`config.mk`:
```
export PLATFORM = sky130hd
export DESIGN_NAME = dec_rr_arbiter_flat
export DESIGN_NICKNAME = d
export VERILOG_FILES = /design/src/rtl/dec_ctrl_pkg.sv /design/src/rtl/dec_rr_arbiter_if.sv /design/src/rtl/rr_pick.sv /design/src/rtl/dec_rr_arbiter.sv /design/src/flat_wrapper.sv
export SDC_FILE = /design/constraint.sdc
export NUM_CORES = 1
export LEC_CHECK = 0
export CORE_AREA = 2 2 74 76
export DETAILED_ROUTE_END_ITERATION = 10
export DIE_AREA = 0 0 76 78
export PLACE_DENSITY_LB_ADDON = 0.25
export SLEW_MARGIN = 10
export SYNTH_ARGS = -nofsm -noshare
export SYNTH_HDL_FRONTEND = slang
export SYNTH_SLANG_ARGS = --single-unit
export TNS_END_PERCENT = 50
```
`constraint.sdc`:
```
create_clock -name clk -period 3.65 [get_ports clk]
set_input_delay 0.365 -clock clk [delete_from_list [all_inputs] [get_ports clk]]
set_output_delay 0.365 -clock clk [all_outputs]
set_load 0.01 [all_outputs]
```
`src/rtl/dec_ctrl_pkg.sv`:
```
// Shared types and helpers for the decoder round-robin arbiter.
//   NREQ / SEL_W : requester count and select width
//   arb_state_t  : arbiter FSM states
//   arb_out_t    : registered output bundle (grant, sel, busy, timeout)
//   onehot_of()  : 3-to-8 decode of a select code
package dec_ctrl_pkg;

    localparam int unsigned NREQ  = 8;
    localparam int unsigned SEL_W = 3;

    typedef logic [NREQ-1:0]  req_vec_t;
    typedef logic [SEL_W-1:0] sel_t;

    typedef enum logic [1:0] {
        IDLE    = 2'd0,
        GRANT   = 2'd1,
        RELEASE = 2'd2
    } arb_state_t;

    typedef struct packed {
        req_vec_t grant;
        sel_t     sel;
        logic     busy;
        logic     timeout;
    } arb_out_t;

    // Decode a select code to its one-hot enable.
    function automatic req_vec_t onehot_of(input sel_t sel);
        return req_vec_t'(1) << sel;
    endfunction

endpackage

```
`src/rtl/dec_rr_arbiter_if.sv`:
```
// Requester-side bus of the arbiter.
//   req, done            : driven by requesters (master)
//   grant, sel, busy,
//   timeout              : driven by the arbiter (slave)
interface dec_rr_arbiter_if;
    import dec_ctrl_pkg::*;

    req_vec_t req;
    req_vec_t done;
    req_vec_t grant;
    sel_t     sel;
    logic     busy;
    logic     timeout;

    modport master (
        output req, done,
        input  grant, sel, busy, timeout
    );

    modport slave (
        input  req, done,
        output grant, sel, busy, timeout
    );

endinterface

```
`src/rtl/rr_pick.sv`:
```
// Combinational rotate-priority picker.
//   req_i        : request vector
//   last_owner_i : previous winner; search starts one above it
//   any_req_o    : at least one request pending
//   winner_o     : first set request found rotating upward
module rr_pick
    import dec_ctrl_pkg::*;
(
    input  req_vec_t req_i,
    input  sel_t     last_owner_i,
    output logic     any_req_o,
    output sel_t     winner_o
);

    assign any_req_o = |req_i;

    // Scan from the farthest position back to the nearest so the nearest set bit wins.
    always_comb begin
        sel_t idx;
        idx      = '0;
        winner_o = '0;
        for (int k = int'(NREQ); k > 0; k--) begin
            idx = last_owner_i + sel_t'(k);
            if (req_i[idx]) begin
                winner_o = idx;
            end
        end
    end

endmodule

```
`src/rtl/dec_rr_arbiter.sv`:
```
// Round-robin arbiter driving the shared 3-to-8 decoder select.
//   clk, rst_n : clock, asynchronous active-low reset
//   bus        : slave side of dec_rr_arbiter_if
//                (req/done in; registered grant/sel/busy/timeout out)
//   TIMEOUT    : maximum grant length in cycles, 0 disables the watchdog
module dec_rr_arbiter
    import dec_ctrl_pkg::*;
#(
    parameter int unsigned TIMEOUT = 16
) (
    input  logic              clk,
    input  logic              rst_n,
    dec_rr_arbiter_if.slave   bus
);

    localparam int unsigned      CNT_W    = (TIMEOUT == 0) ? 1 : $clog2(TIMEOUT + 1);
    localparam logic [CNT_W-1:0] CNT_MAX  = '1;
    localparam logic [CNT_W-1:0] CNT_LAST = CNT_W'(TIMEOUT - 1);

    arb_state_t       state_q, state_d;
    sel_t             last_q,  last_d;
    logic [CNT_W-1:0] cnt_q,   cnt_d;
    arb_out_t         out_q,   out_d;

    logic any_req;
    sel_t winner;
    logic owner_rel;
    logic wd_hit;

    rr_pick u_pick (
        .req_i        (bus.req),
        .last_owner_i (last_q),
        .any_req_o    (any_req),
        .winner_o     (winner)
    );

    // Owner finished or withdrew; takes precedence over the watchdog.
    assign owner_rel = bus.done[out_q.sel] || !bus.req[out_q.sel];
    assign wd_hit    = (TIMEOUT != 0) && (cnt_q == CNT_LAST);

    // Next-state and next-output logic.
    always_comb begin
        state_d       = state_q;
        last_d        = last_q;
        cnt_d         = cnt_q;
        out_d         = out_q;
        out_d.timeout = 1'b0;

        case (state_q)
            IDLE, RELEASE: begin
                out_d.grant = '0;
                out_d.busy  = 1'b0;
                if (any_req) begin
                    state_d     = GRANT;
                    out_d.grant = onehot_of(winner);
                    out_d.sel   = winner;
                    out_d.busy  = 1'b1;
                    last_d      = winner;
                    cnt_d       = '0;
                end else begin
                    state_d = IDLE;
                end
            end
            GRANT: begin
                if (cnt_q != CNT_MAX) begin
                    cnt_d = cnt_q + CNT_W'(1);
                end
                if (owner_rel || wd_hit) begin
                    state_d       = RELEASE;
                    out_d.grant   = '0;
                    out_d.busy    = 1'b0;
                    out_d.timeout = !owner_rel;
                end
            end
            default: begin
                state_d = IDLE;
            end
        endcase
    end

    // State and output registers.
    always_ff @(posedge clk or negedge rst_n) begin
        if (!rst_n) begin
            state_q <= IDLE;
            last_q  <= sel_t'(NREQ - 1);
            cnt_q   <= '0;
            out_q   <= '0;
        end else begin
            state_q <= state_d;
            last_q  <= last_d;
            cnt_q   <= cnt_d;
            out_q   <= out_d;
        end
    end

    assign bus.grant   = out_q.grant;
    assign bus.sel     = out_q.sel;
    assign bus.busy    = out_q.busy;
    assign bus.timeout = out_q.timeout;

endmodule
```
`src/flat_wrapper.sv`:
```
// flat-port wrapper written by rule: the top's interface ports become plain ports
module dec_rr_arbiter_flat import dec_ctrl_pkg::*;
#(
    parameter int unsigned TIMEOUT = 16
)
  (clk, rst_n, bus_req, bus_done, bus_grant, bus_sel, bus_busy, bus_timeout);
  dec_rr_arbiter_if bus_i ();
  input  logic clk;
  input  logic rst_n;
  input wire logic [$bits(bus_i.req)-1:0] bus_req;
  input wire logic [$bits(bus_i.done)-1:0] bus_done;
  output wire logic [$bits(bus_i.grant)-1:0] bus_grant;
  output wire logic [$bits(bus_i.sel)-1:0] bus_sel;
  output wire logic [$bits(bus_i.busy)-1:0] bus_busy;
  output wire logic [$bits(bus_i.timeout)-1:0] bus_timeout;
  assign bus_i.req = bus_req;
  assign bus_i.done = bus_done;
  assign bus_grant = bus_i.grant;
  assign bus_sel = bus_i.sel;
  assign bus_busy = bus_i.busy;
  assign bus_timeout = bus_i.timeout;
  dec_rr_arbiter #(.TIMEOUT(TIMEOUT)) u_core (.clk(clk), .rst_n(rst_n), .bus(bus_i));
endmodule
```
==> metrics.txt, run 1 <==
outcome finished clean; peak supply drop 0.000583 V; YS warnings 0; Mapped Area 1970 um^2; CTS clock-pin slew for the worst setup and hold paths 80 ps; fin crit share 0.885; Distinct cells, synth 55; Final #Nets 248; crit path launch type register; Synth Area in Compound Gates 0.205; Yosys reg bits 23; Post-synth top flop dfrtp_1; largest net degree at the start of global routing 24; vias in the first global route 1695; setup bufs post-CTS 0; worst slew pin tran 1010 ps; via/cell ratio 5.66; Vias 1664; worst path arrival time 3390 ps; largest family of logic cells by synthesized area multiplexers; Non-Filler Instances 294; crit end category register; RSZ-0062 raised after global routing false; post-route worst setup slack 420 ps; cts hold-fix bufs 0; leakage 0.951 nW; final setup fails 0; number of synthesized flops with an enable pin 0; Final Power 0.00239 W; Hold Vio Cnt, Final 0; Ant. Diodes 0; Clock Sinks 23; drt pass-1 iters 4; CTS tree built; first-pass GRT wire length 8.38 mm; fin crit period 3230 ps; H-Tree Level Count 1; xor/xnor share of the synthesized area 0.0222; Syn Nets 218; Fin Clk Skew 2.93 ps; sequential share of the synthesized area 0.294; post_cts resized 0; CP max FO 7; P&R area growth vs syn 19.7%; FMAX 0.310 GHz; DP HPWL 3.57 mm; initial DRC count 127; Overall Global Routing Usage 0.170; placed cell count 290; die area 5930 um^2; Clock Root Buffer clkbuf_8; Worst EP required 3810 ps; CTS Buf Count 3; Post-DRT Antenna Nets 0; Site Rows 26; worst-skew pair later-pin latency 260 ps; Core ar. 5040 um^2; maxcap violations 0; Total Wirelength 4.79 mm; Power Density 1020 nW/um^2; most frequent cells in the layout clkdlybuf4s50_1 (30), dfrtp_1 (20), nand2_1 (18), inv_1 (13), mux2i_1 (13); WL/cell 16.3 um; setup TNS 0 ps; fraction of layout cells with a size suffix above 1 0.156; Residual DRC 0; adder-cell share of the synthesized area 0.0318; GR Overflow Total 0; Avg Inst Size Synth 10.1 um^2; GPL Wtd Cong 0.875; I/O pin cnt 31; most common cell after layout, fill and taps aside clkdlybuf4s50_1; Mapped Cells 195; Post-Place Worst Slack 426 ps; Die W 76 um; mux contribution to synthesized area 0.217; final core utilization 0.467; Synth async-reset ratio 1.00; Worst Hold Class reg2reg; initial antenna violation count 0; # port buffers 30; CTS Buffer Depth 2; Initial Util 0.391; Simple-Gate Fraction of Synth Area 0.161; Worst Setup Path Type reg2reg; final slew viol count 0; Slew headroom 0.321; Die Y-Extent 78 um
==> worst max-delay path, stage by stage, from the launching register on <==
cell      delay [ps]
dfstp_2          530
inv_1             90
ha_1             410
buf_4            210
mux2i_1          150
mux4_2           550
a211oi_2         210
a21oi_1           70
nor4b_4          140
or3_1            460
o32ai_1          310
==> report_power, final <==
part,internal [W],leakage [nW],total (W),switching (W)
Combinational,0.000810,0.631,0.00179,0.000975
Sequential,0.000357,0.294,0.000455,0.0000986
Clock,0.0000760,0.0255,0.000153,0.0000774
Total,0.00124,0.951,0.00239,0.00115
==> synth_stat cells (6+ instances only) <==
cell type  number  area (um^2)
a21oi_1        12         60.1
buf_6           6         67.6
dfrtp_1        20          500
inv_1          13         48.8
mux2i_1        13          130
mux4_2         10          225
nand2_1        18         67.6
nand2b_1        6         37.5
nor2_1          8         30.0
==> per-stage QoR <==
step	cell area [um^2]	hold WS, ps
floorplan	1970	69.4
global placement	2310	463
detailed placement	2310	469
CTS	2360	493
global route	2360	517
finish	2360	491
==> path summary, 6_finish.rpt <==
| kind | from | endpoint | slack, ps | cells after the start |
|---|---|---|---|---|
| worst min-delay path | u_core.bus.busy | u_core.bus.busy | 490 | 1 |
| worst max register to register | u_core.last_q[0] | u_core.bus.grant[3] | 420 | 10 |
| max in group asynchronous | rst_n | u_core.bus.timeout | 2380 | 1 |
| worst max-delay path | u_core.last_q[0] | u_core.bus.grant[3] | 420 | 10 |
| worst min register to register | u_core.bus.busy | u_core.bus.busy | 490 | 1 |
| min in group asynchronous | rst_n | u_core.bus.grant[5] | 660 | 1 |
==> area by class of cell <==
type	instances	area (um^2)
multi-input combinational	148	1250
fill	505	2690
timing repair buffer	35	338
sequential	23	579
tap	70	87.6
clock buffer	3	41.3
clock inverter	1	5.00
inverter	14	52.6
==> sequential cells by signal, indices dropped and copies added (netlist names) <==
name,cells
u_core.last_q,3
u_core.bus.timeout,1
u_core.state_q,2
u_core.bus.sel,3
u_core.bus.busy,1
u_core.bus.grant,8
u_core.cnt_q,5
==> kinds of logic after synthesis <==
group                    after synthesis
adder cells (fa/ha/maj)                5
multiplexers                          28
buffers and inverters                 24
XOR/XNOR                               5
flip-flops                            23
AND/OR/NAND/NOR                       57
AO/OA/AOI/OAI                         53
==> layer usage <==
| layer | vias to the layer above | routed length [um] | GRT usage | part of all wire |
|---|---|---|---|---|
| li1 | 808 | - | - | - |
| met1 | 823 | 2190 | 0.229 | 0.46 |
| met2 | 29 | 2480 | 0.294 | 0.52 |
| met3 | 4 | 82 | 0.0151 | 0.017 |
| met4 | 0 | 35 | 0.0509 | 0.0073 |
| met5 | - | 0 | 0 | 0 |
Power figures use the tool's default switching activity.
==> inputs of run 2 (changes only) <==
Settings changed: CAP_MARGIN from default to 15, SKIP_LAST_GASP from default to 1.
==> run 2 against run 1 <==
  * Non-clock buffer count increased by 1
  * Maximum frequency increased by 0.17%
  * First-iteration DRC count decreased by 17%
  * Cell area increased by 0.64%
  * Final cell count increased by 0.34%
  * Sequential share of layout area decreased by 0.16 points
  * Global-route usage unchanged
  * Power increased by 0.12%
  * Via count increased by 0.36%
  * Die area unchanged
  * Clock skew about the same
  * Critical path type unchanged
  * Largest cell class unchanged
==> metrics.txt, run 2 (same netlist as run 1, synthesis figures left out) <==
Post-Place Worst Slack 426 ps (unchanged); worst-skew pair later-pin latency 260 ps (about the same); CTS clock-pin slew for the worst setup and hold paths 80 ps (about the same); leakage 0.958 nW (was 0.951 nW); peak supply drop 0.000582 V (was 0.000583 V); Power Density 1010 nW/um^2 (was 1020 nW/um^2); reg2reg path depth 10 (unchanged); # port buffers 30 (unchanged); first-pass GRT wire length 8.38 mm (unchanged); fraction of layout cells with a size suffix above 1 0.160 (was 0.156); crit end category register (unchanged); Largest register FFs 8 (unchanged); setup TNS 0 ps (unchanged); Die Y-Extent 78 um (unchanged); most common cell after layout, fill and taps aside clkdlybuf4s50_1 (unchanged); worst reg2reg setup slack 430 ps (was 420 ps); sequential share of power 0.190 (about the same); Worst Hold Class in2async (was reg2reg); Final Power 0.00240 W (was 0.00239 W); H-Tree Level Count 1 (unchanged); CTS Buf Count 3 (unchanged); WL/cell 16.2 um (was 16.3 um); GR Overflow Total 0 (unchanged); Final #Nets 249 (was 248); via/cell ratio 5.66 (about the same); P&R area growth vs syn 20.5% (was 19.7%); Ant. Diodes 0 (unchanged); slowest stage delay, CP 540 ps (was 550 ps); Clock Sinks 23 (unchanged); setup bufs post-CTS 0 (unchanged); post_cts resized 0 (unchanged); fillers 503 (was 505); Cell Int Power 0.00124 W (about the same); worst slew pin tran 500 ps (was 1010 ps); largest net degree at the start of global routing 24 (unchanged); crit path launch type register (unchanged); GPL Wtd Cong 0.875 (unchanged); Site Rows 26 (unchanged); Residual DRC 0 (unchanged); RSZ-0062 raised after global routing false (unchanged); Worst Setup Path Type reg2reg (unchanged); Comb pwr share 0.746 (about the same); Total Wirelength 4.78 mm (was 4.79 mm); maxcap violations 0 (unchanged); terminus of the critical flop-to-flop path u_core.bus.grant[3] (unchanged); cts hold-fix bufs 0 (unchanged); fin crit share 0.884 (was 0.885); Hold Vio Cnt, Final 0 (unchanged); Clock Root Buffer clkbuf_8 (unchanged); Sw Ratio 0.481 (about the same); CP max FO 7 (unchanged); final slew viol count 0 (unchanged); post-route worst setup slack 425 ps (was 420 ps); Slew headroom 0.657 (was 0.321); Worst EP required 3810 ps (about the same); final setup fails 0 (unchanged); Post-DRT Antenna Nets 0 (unchanged); FMAX 0.310 GHz (about the same); Overall Global Routing Usage 0.170 (unchanged); Critical R2R Launch u_core.last_q[0] (unchanged); Initial Util 0.391 (unchanged); CTS Buffer Depth 2 (unchanged); Core ar. 5040 um^2 (unchanged); worst path arrival time 3380 ps (was 3390 ps); CTS tree built (unchanged); I/O pin cnt 31 (unchanged); outcome finished clean (unchanged); vias in the first global route 1695 (unchanged); drt pass-1 iters 4 (unchanged); Vias 1670 (was 1664); DP HPWL 3.57 mm (unchanged); sw power 0.00115 W (about the same); Die W 76 um (unchanged); fin crit period 3220 ps (was 3230 ps); Fin Clk Skew 3.14 ps (was 2.93 ps); clock power share 0.064 (about the same); initial DRC count 106 (was 127); die area 5930 um^2 (unchanged); most frequent cells in the layout clkdlybuf4s50_1 (30), dfrtp_1 (20), nand2_1 (18), inv_1 (13), mux2i_1 (13) (unchanged); CP max stage cell mux4_2 (unchanged); initial antenna violation count 0 (unchanged); Critical Path, Cell by Cell inv_1 > ha_1 > buf_4 > mux2i_1 > mux4_2 > a211oi_2 > a21oi_1 > nor4b_4 > or3_1 > o32ai_1 (unchanged)
## run 2: through the flow
| step | util | hold slack (ps) | std cells | area (um^2) |
|---|---|---|---|---|
| 4_1_cts | 0.467 | 493 | 294 | 2360 |
| 6_report | 0.470 | 350 | 295 | 2370 |
| 3_5_place_dp | 0.458 | 469 | 290 | 2310 |
| 3_3_place_gp | 0.458 | 463 | 290 | 2310 |
| 2_1_floorplan | - | 69.4 | 195 | 1970 |
| 5_1_grt | 0.470 | 359 | 295 | 2370 |
## run 2: worst max path at each step
| stage | startpoint | end | slack (ps) | cells past startpoint |
|---|---|---|---|---|
| global route | u_core.last_q[0] | u_core.bus.grant[3] | 240 | 10 |
| CTS | u_core.last_q[0] | u_core.bus.grant[1] | 410 | 9 |
| detailed placement | u_core.last_q[0] | u_core.bus.grant[1] | 430 | 9 |
| finish | u_core.last_q[0] | u_core.bus.grant[3] | 430 | 10 |
| floorplan | u_core.last_q[1] | u_core.bus.grant[2] | 80 | 10 |
| global placement | u_core.last_q[0] | u_core.bus.grant[1] | 500 | 9 |
## run 2: power by group through the flow
stage               sequential [W]  combinational [W]  clock, W
finish                    0.000455            0.00179  0.000153
global placement          0.000460            0.00178         0
global route              0.000474            0.00198  0.000171
CTS                       0.000455            0.00179  0.000159
detailed placement        0.000460            0.00178         0
floorplan                 0.000433            0.00145         0
## run 2: area by class of cell
| type | count | area (um^2) | area share |
|---|---|---|---|
| clock buffers | 3 | 41.3 | 0.0174 |
| well taps | 70 | 87.6 | 0.0369 |
| repair buffers | 36 | 353 | 0.149 |
| multi-input cells | 148 | 1250 | 0.528 |
| flip-flops and latches | 23 | 579 | 0.244 |
| clock inverters | 1 | 5.00 | 0.00211 |
| inverters | 14 | 52.6 | 0.0222 |
## run 2: critical path, delay by kind of cell (launching register included)
kind / cells / cell delay, ps
muxes: 2 / 700
adders and majority gates: 1 / 410
buffers and inverters: 2 / 300
AOI/OAI and AO/OA: 3 / 590
DFF: 1 / 530
and+or+nand+nor: 2 / 600
## run 2: routing by layer
layer  track usage  wire (um)  vias to the layer above
met5             0          0                        -
met3        0.0151        187                        4
li1              -          -                      814
met1         0.229       2150                      810
met4        0.0509         37                        0
met2         0.294       2410                       42
==> inputs of run 3 (changes only) <==
Settings changed: SKIP_CTS_REPAIR_TIMING from default to 1.
Clock period 3.65 ns to 3.1 ns, I/O delays scaled along.
==> run 3 against run 2 <==
  * Global-route usage grew 0.19 points
  * Highest routed layer unchanged
  * Count of clock-buffer cells in the layout is the same
  * Critical path depth down 1
  * Critical endpoint is now u_core.bus.grant[7]
  * Sequential share of layout area is 1.2 points lower
  * Largest cell class unchanged
  * Sequential power up 21%
==> metrics.txt, run 3 (same netlist as run 1, synthesis figures left out) <==
outcome finished clean (unchanged); hold slack 314 ps (was 350 ps); worst-skew pair later-pin latency 260 ps (about the same); CTS Buffer Depth 2 (unchanged); Worst Setup Path Type reg2reg (unchanged); # port buffers 30 (unchanged); Hold Vio Cnt, Final 0 (unchanged); Slew headroom 0.506 (was 0.657); Site Rows 26 (unchanged); leakage 1.00 nW (was 0.958 nW); worst slew pin tran 741 ps (was 500 ps); final slew viol count 0 (unchanged); most frequent cells in the layout clkdlybuf4s50_1 (30), dfrtp_1 (20), nand2_1 (18), mux2i_1 (13) (was clkdlybuf4s50_1 (30), dfrtp_1 (20), nand2_1 (18), inv_1 (13), mux2i_1 (13)); Post-DRT Antenna Nets 0 (unchanged); Clock Root Buffer clkbuf_8 (unchanged); WP buf/inv 1 (was 2); fin crit share 0.992 (was 0.884); Vias 1711 (was 1670); P&R area growth vs syn 26.9% (was 20.5%); initial DRC count 118 (was 106); largest net degree at the start of global routing 24 (unchanged); initial antenna violation count 0 (unchanged); FMAX 0.325 GHz (was 0.310 GHz); DP HPWL 3.66 mm (was 3.57 mm); Critical Path, Cell by Cell clkinvlp_4 > ha_4 > mux4_2 > nor2b_4 > a21o_4 > or3_4 > nor4b_4 > or3_4 > o32ai_1 (was inv_1 > ha_1 > buf_4 > mux2i_1 > mux4_2 > a211oi_2 > a21oi_1 > nor4b_4 > or3_1 > o32ai_1); via/cell ratio 5.67 (was 5.66); CTS clock-pin slew for the worst setup and hold paths 80 ps (about the same); Non-Filler Instances 302 (was 295); WL/cell 16.0 um (was 16.2 um); critical path's top delay family simple AND/OR/NAND/NOR gates (was multiplexers); fin crit period 3070 ps (was 3220 ps); peak supply drop 0.000591 V (was 0.000582 V); crit path launch type register (unchanged); Core ar. 5040 um^2 (unchanged); first-pass GRT wire length 8.33 mm (was 8.38 mm); Fin Clk Skew 3.49 ps (was 3.14 ps); slowest stage delay, CP 560 ps (was 540 ps); fillers 466 (was 503); CP max FO 6 (was 7); worst path arrival time 3200 ps (was 3380 ps); H-Tree Level Count 1 (unchanged); GR Overflow Total 0 (unchanged); Ant. Diodes 0 (unchanged); Largest register FFs 8 (unchanged); final setup fails 0 (unchanged); GPL Wtd Cong 0.822 (was 0.875); crit end category register (unchanged); drt pass-1 iters 4 (unchanged); CP max stage cell dfstp_2 (was mux4_2); maxcap violations 0 (unchanged); Worst Hold Class in2async (unchanged); Residual DRC 0 (unchanged); Die W 76 um (unchanged); Die Y-Extent 78 um (unchanged); Clock Sinks 23 (unchanged); Worst EP required 3230 ps (was 3810 ps); Final #Nets 256 (was 249); Final Power 0.00305 W (was 0.00240 W); Power Density 1220 nW/um^2 (was 1010 nW/um^2); Overall Global Routing Usage 0.172 (was 0.170); Initial Util 0.391 (unchanged); I/O pin cnt 31 (unchanged); vias in the first global route 1699 (was 1695); fraction of layout cells with a size suffix above 1 0.220 (was 0.160); most common cell after layout, fill and taps aside clkdlybuf4s50_1 (unchanged); CTS Buf Count 3 (unchanged); CTS tree built (unchanged); crit-path most repeated cell or3_4; placed cell count 295 (was 290); die area 5930 um^2 (unchanged); RSZ-0062 raised after global routing true (was false); Total Wirelength 4.83 mm (was 4.78 mm)
==> run 3: through the flow <==
step	util	setup slack [ps]	cell area, um^2	setup TNS (ps)
4_1_cts	0.480	9.02	2420	0
6_report	0.496	25.2	2500	0
2_1_floorplan	-	-30.0	2010	-141
3_5_place_dp	0.471	26.4	2370	0
3_3_place_gp	0.471	63.9	2370	0
5_1_grt	0.496	-60.0	2500	-329
==> run 3: cell type report <==
type	count	area, um^2	share of cell area
clock buffer	3	41.3	0.0165
multi-input combinational	148	1300	0.521
timing repair buffer	43	422	0.169
clock inverter	1	5.00	0.00200
tap	70	87.6	0.0351
inverter	14	61.3	0.0245
sequential	23	579	0.232
==> run 3: path summary, 6_finish.rpt <==
path,cells after the start,to,slack [ps],start
max,9,u_core.bus.grant[7],30,u_core.last_q[0]
min,1,u_core.bus.busy,310,rst_n
max reg2reg,9,u_core.bus.grant[7],30,u_core.last_q[0]
min reg2reg,1,u_core.bus.busy,490,u_core.bus.busy
max in group asynchronous,2,u_core.last_q[0],2300,rst_n
min in group clk,1,u_core.bus.busy,490,u_core.bus.busy
==> run 3: report_power, final <==
| part | internal [W] | switching (W) |
|---|---|---|
| Combinational | 0.00108 | 0.00123 |
| Sequential | 0.000421 | 0.000128 |
| Clock | 0.0000897 | 0.0000947 |
| Total | 0.00159 | 0.00146 |
==> run 3: per-layer routing <==
| layer | part of all wire | track usage | vias to the layer above | wire length [um] |
|---|---|---|---|---|
| met4 | 0.019 | 0.0582 | 0 | 92 |
| met1 | 0.44 | 0.225 | 831 | 2130 |
| met3 | 0.038 | 0.0163 | 11 | 182 |
| li1 | - | - | 836 | - |
| met2 | 0.50 | 0.301 | 33 | 2420 |
| met5 | 0 | 0 | - | 0 |
==> variant 1 (settings of run 3) <==
Reset style: synchronous (`rst_n`), changed in one clocked block. Comments in the files are not updated.
--- a/src/rtl/dec_rr_arbiter.sv
+++ b/src/rtl/dec_rr_arbiter.sv
@@ -81,3 +81,3 @@
     // State and output registers.
-    always_ff @(posedge clk or negedge rst_n) begin
+    always_ff @(posedge clk) begin
         if (!rst_n) begin
Check against the original RTL: differs if rst_n is asserted again (counterexample within 4 cycles, from zero or initial values and one cycle with rst_n low); with rst_n held inactive, the same outputs for 10 cycles.
==> variant 1 against run 3 <==
- fmax grew 8.1%
- sequential share of layout area shrank 3.7 points
- synthesized cell count grew 15%
- sequential cell count is the same
- power shrank 22%
- worst setup slack gained 0.23 ns
- combinational power shrank 25%
- synthesized area shrank 0.44%
- final area shrank 5.3%
- count of clock-buffer cells in the layout grew 1
- core utilization shrank 2.6 points
- routed wire length shrank 0.31%
- largest cell class unchanged
==> variant 1: results <==
run_status:
  status: "completed"
power:
  leakagePower_nw: 0.903
  switchingPower_mw: 1.15
  irDropWorstVdd_uv: 353
  power_frac_seq_pct: 18.4
  netSwitchingFraction_pct: 48.7
  combPwrFrac_pct: 73.8
route:
  wl_per_cell_um: 14.9
  drt_iter0_drc: 115
  drt_wl_total_um: 4810
  avgViaCountPerCell: 5.69
cts:
  clk_path_buf_depth: 2
  cts-root-buf: "clkbuf_8"
  cts_max_level: 1
grt:
  track_usage_pct: 16.5
  grt_max_degree: 18
  grt_pass1_vias: 1681
  grt_pass1_wl_um: 8130
final_layout:
  largest_reg_flops: 8
  antenna_cells: 0
  drive_gt1_share_pct: 12.6
  nNetsFinal: 277
placement:
  dp.cells: 319
  place_congestion: 0.824
  dpl_worst_slack_ns: 0.229
  place_area_sq_um: 2320
  hpwl_um: 3710
  port_buffers: 30
setup_path:
  slowest_delay_ns: 0.59
  cp_top_family: "compound AO/OA/AOI/OAI gates"
  r2r_start: "u_core.last_q[1]$_SDFFE_PN1P_"
  cp_max_fo: 6
  critPathCaptureType: "flop"
  setup.worst_path.start: "u_core.last_q[1]$_SDFFE_PN1P_"
  critical_path_arrival_ns: 3.00
  critPathSlowestCell: "mux4_2"
  r2r-end: "u_core.bus.grant[3]$_SDFFE_PN0P_"
timing:
  slew-limit-headroom_pct: 51.3
  fin_skew_ns: 0.0132
  post-route-min-period_ns: 2.85
  fin_hold_ws_ns: 0.456
  setup_tns_ns: 0
min_path:
  hold_class: "reg -> reg"
  min_path_cells: 2
yosys:
  yosys-top-cells-count: "nand2_1 (27), dfxtp_1 (23), inv_1 (14)"
  yosysMostFrequentCell: "nand2_1"
  async_reset_ff_share_pct: 0
  ys_warn_count: 0
  yosysUniqueCellTypes: 58
  yosys-top-cells-area: "dfxtp_1 (23%), mux4_2 (11%), nand2_1 (5.2%)"
  syn_inst: 225
  ys_seq_area_share_pct: 23.5
  syn-num-nets: 248
-- variant 1: tightest hold or removal path, delay by kind of cell, from the launching register on --
family / cells / cell delay, ns
DFF: 1 / 0.33
AOI/OAI and AO/OA: 1 / 0.05
and+or+nand+nor: 1 / 0.05
-- variant 1: cell families after synthesis --
logic type / share of synthesized area [%]
fa+ha+maj: 3.19
mux: 18.8
flops: 23.5
compound gates: 25.1
buf+inv: 5.55
xor+xnor: 2.68
simple gates: 21.2
-- variant 1: layout make-up --
type	count	area (sq um)
repair buffers	34	330
clock buffers	4	45.0
flip-flops and latches	23	460
multi-input cells	178	1390
well taps	70	87.6
fillers	500	2680
inverters	14	52.6
-- variant 1: layer usage --
metal,vias to the layer above,part of all wire (%),global-route usage (%)
li1,910,-,-
met1,877,46,22.3
met2,51,48,28.7
met3,0,5.1,2.91
met4,0,0,1.64
met5,-,0,0
==> variant 2 (settings of run 3) <==
Made on the original files. Change the package constant `SEL_W` from 3 to 2.
--- a/src/rtl/dec_ctrl_pkg.sv
+++ b/src/rtl/dec_ctrl_pkg.sv
@@ -8,3 +8,3 @@
     localparam int unsigned NREQ  = 8;
-    localparam int unsigned SEL_W = 3;
+    localparam int unsigned SEL_W = 2;
 
Ports: changed (resized bus_sel); port bits go from 31 to 30. No check against the original RTL was run, so the function may have changed too.
==> variant 2 against run 3 <==
- clock power is 11% lower
- final cell count shrank 41%
- worst setup slack better by 1.2 ns
- largest cell class unchanged
- critical endpoint is now u_core.bus.sel[0]$_DFFE_PN0N_
- synthesized area shrank 55%
- power is 67% lower
- routed wire length shrank 58%
- register-to-register slack gained 1.2 ns
- synthesized cell count down 56%
- sequential power down 26%
- worst hold slack better by 0.18 ns
- final area shrank 51%
- largest power group unchanged
- sequential cell count down 6
- combinational power shrank 82%
==> variant 2: results <==
placement:
  place_congestion: 0.775
  dp.cells: 175
  dpl_worst_slack_ns: 0.941
grt:
  grt_pass1_wl_um: 3390
  grt_pass1_vias: 697
  grt_max_degree: 18
  grt.met3_usage_pct: 1.86
  track_usage_pct: 7.21
  use_met2_pct: 11.3
setup_path:
  setup.worst_path.start: "bus_req[3]"
  r2r-end: "u_core.cnt_q[3]$_DFFE_PN0P_"
  r2r_start: "u_core.cnt_q[0]$_DFFE_PN0P_"
  crit_path_end: "u_core.bus.sel[0]$_DFFE_PN0N_"
  slowest_delay_ns: 0.68
  regToRegSetupSlack_ns: 1.21
  cp_max_fo: 7
  critPathSlowestCell: "a31oi_1"
  reg2reg_depth: 7
power:
  power_frac_seq_pct: 40.7
  p_comb_uw: 424
timing:
  fmax_mhz: 522
  worst_pin_slew_ns: 0.822
  fin_hold_ws_ns: 0.494
final_layout:
  largest_reg_flops: 5
  antenna_cells: 0
  drive_gt1_share_pct: 11.9
  nNetsFinal: 131
  fill_cells: 558
route:
  wl_per_cell_um: 11.4
  drt_iter0_drc: 24
  avgViaCountPerCell: 4.02
  drt-met1-wl_um: 981
  met3WireLength_um: 72
yosys:
  yosys-top-cells-area: "dfrtp_1 (42%), dfstp_2 (5.9%), nor2b_1 (4.9%)"
  ys_seq_area_share_pct: 47.8
  synth_mux_area_share_pct: 6.15
  yosysUniqueCellTypes: 33
  synth_fa_ha_area_share_pct: 4.19
  syn_inst: 86
  synth-xor-area-share_pct: 1.96
  synth_compound_area_share_pct: 13.0
min_path:
  hold_class: "reg -> reg"
run_status:
  status: "completed"
variant 2: changes by cell type after synthesis, sizes merged, moves of 9 or more:
cell   before  now
nand2      18    9
mux4       11    1
a21oi      12    1
inv        13    1
mux2i      13    1
variant 2: layout make-up:
cell class / instances / area share (%)
clock buffer: 3 / 3.39
clock inverter: 1 / 0.411
inverter: 1 / 0.308
multi-input combinational: 66 / 36.3
sequential: 17 / 35.1
tap: 70 / 7.19
timing repair buffer: 21 / 17.3
variant 2: critical path, delay by kind of cell:
kind / cells / cell delay, ns
multiplexers: 1 / 0.41
buffers and inverters: 1 / 0.56
AND/OR/NAND/NOR: 1 / 0.10
AO/OA/AOI/OAI: 1 / 0.68
variant 2: cell families (layout without fill, tap and decap cells):
kind of cell	count (synthesis)	in the layout
compound gates	16	16
xor+xnor	2	2
fa+ha+maj	3	3
buf+inv	6	26
flops	17	17
mux	4	4
other cells	1	4
simple gates	37	37
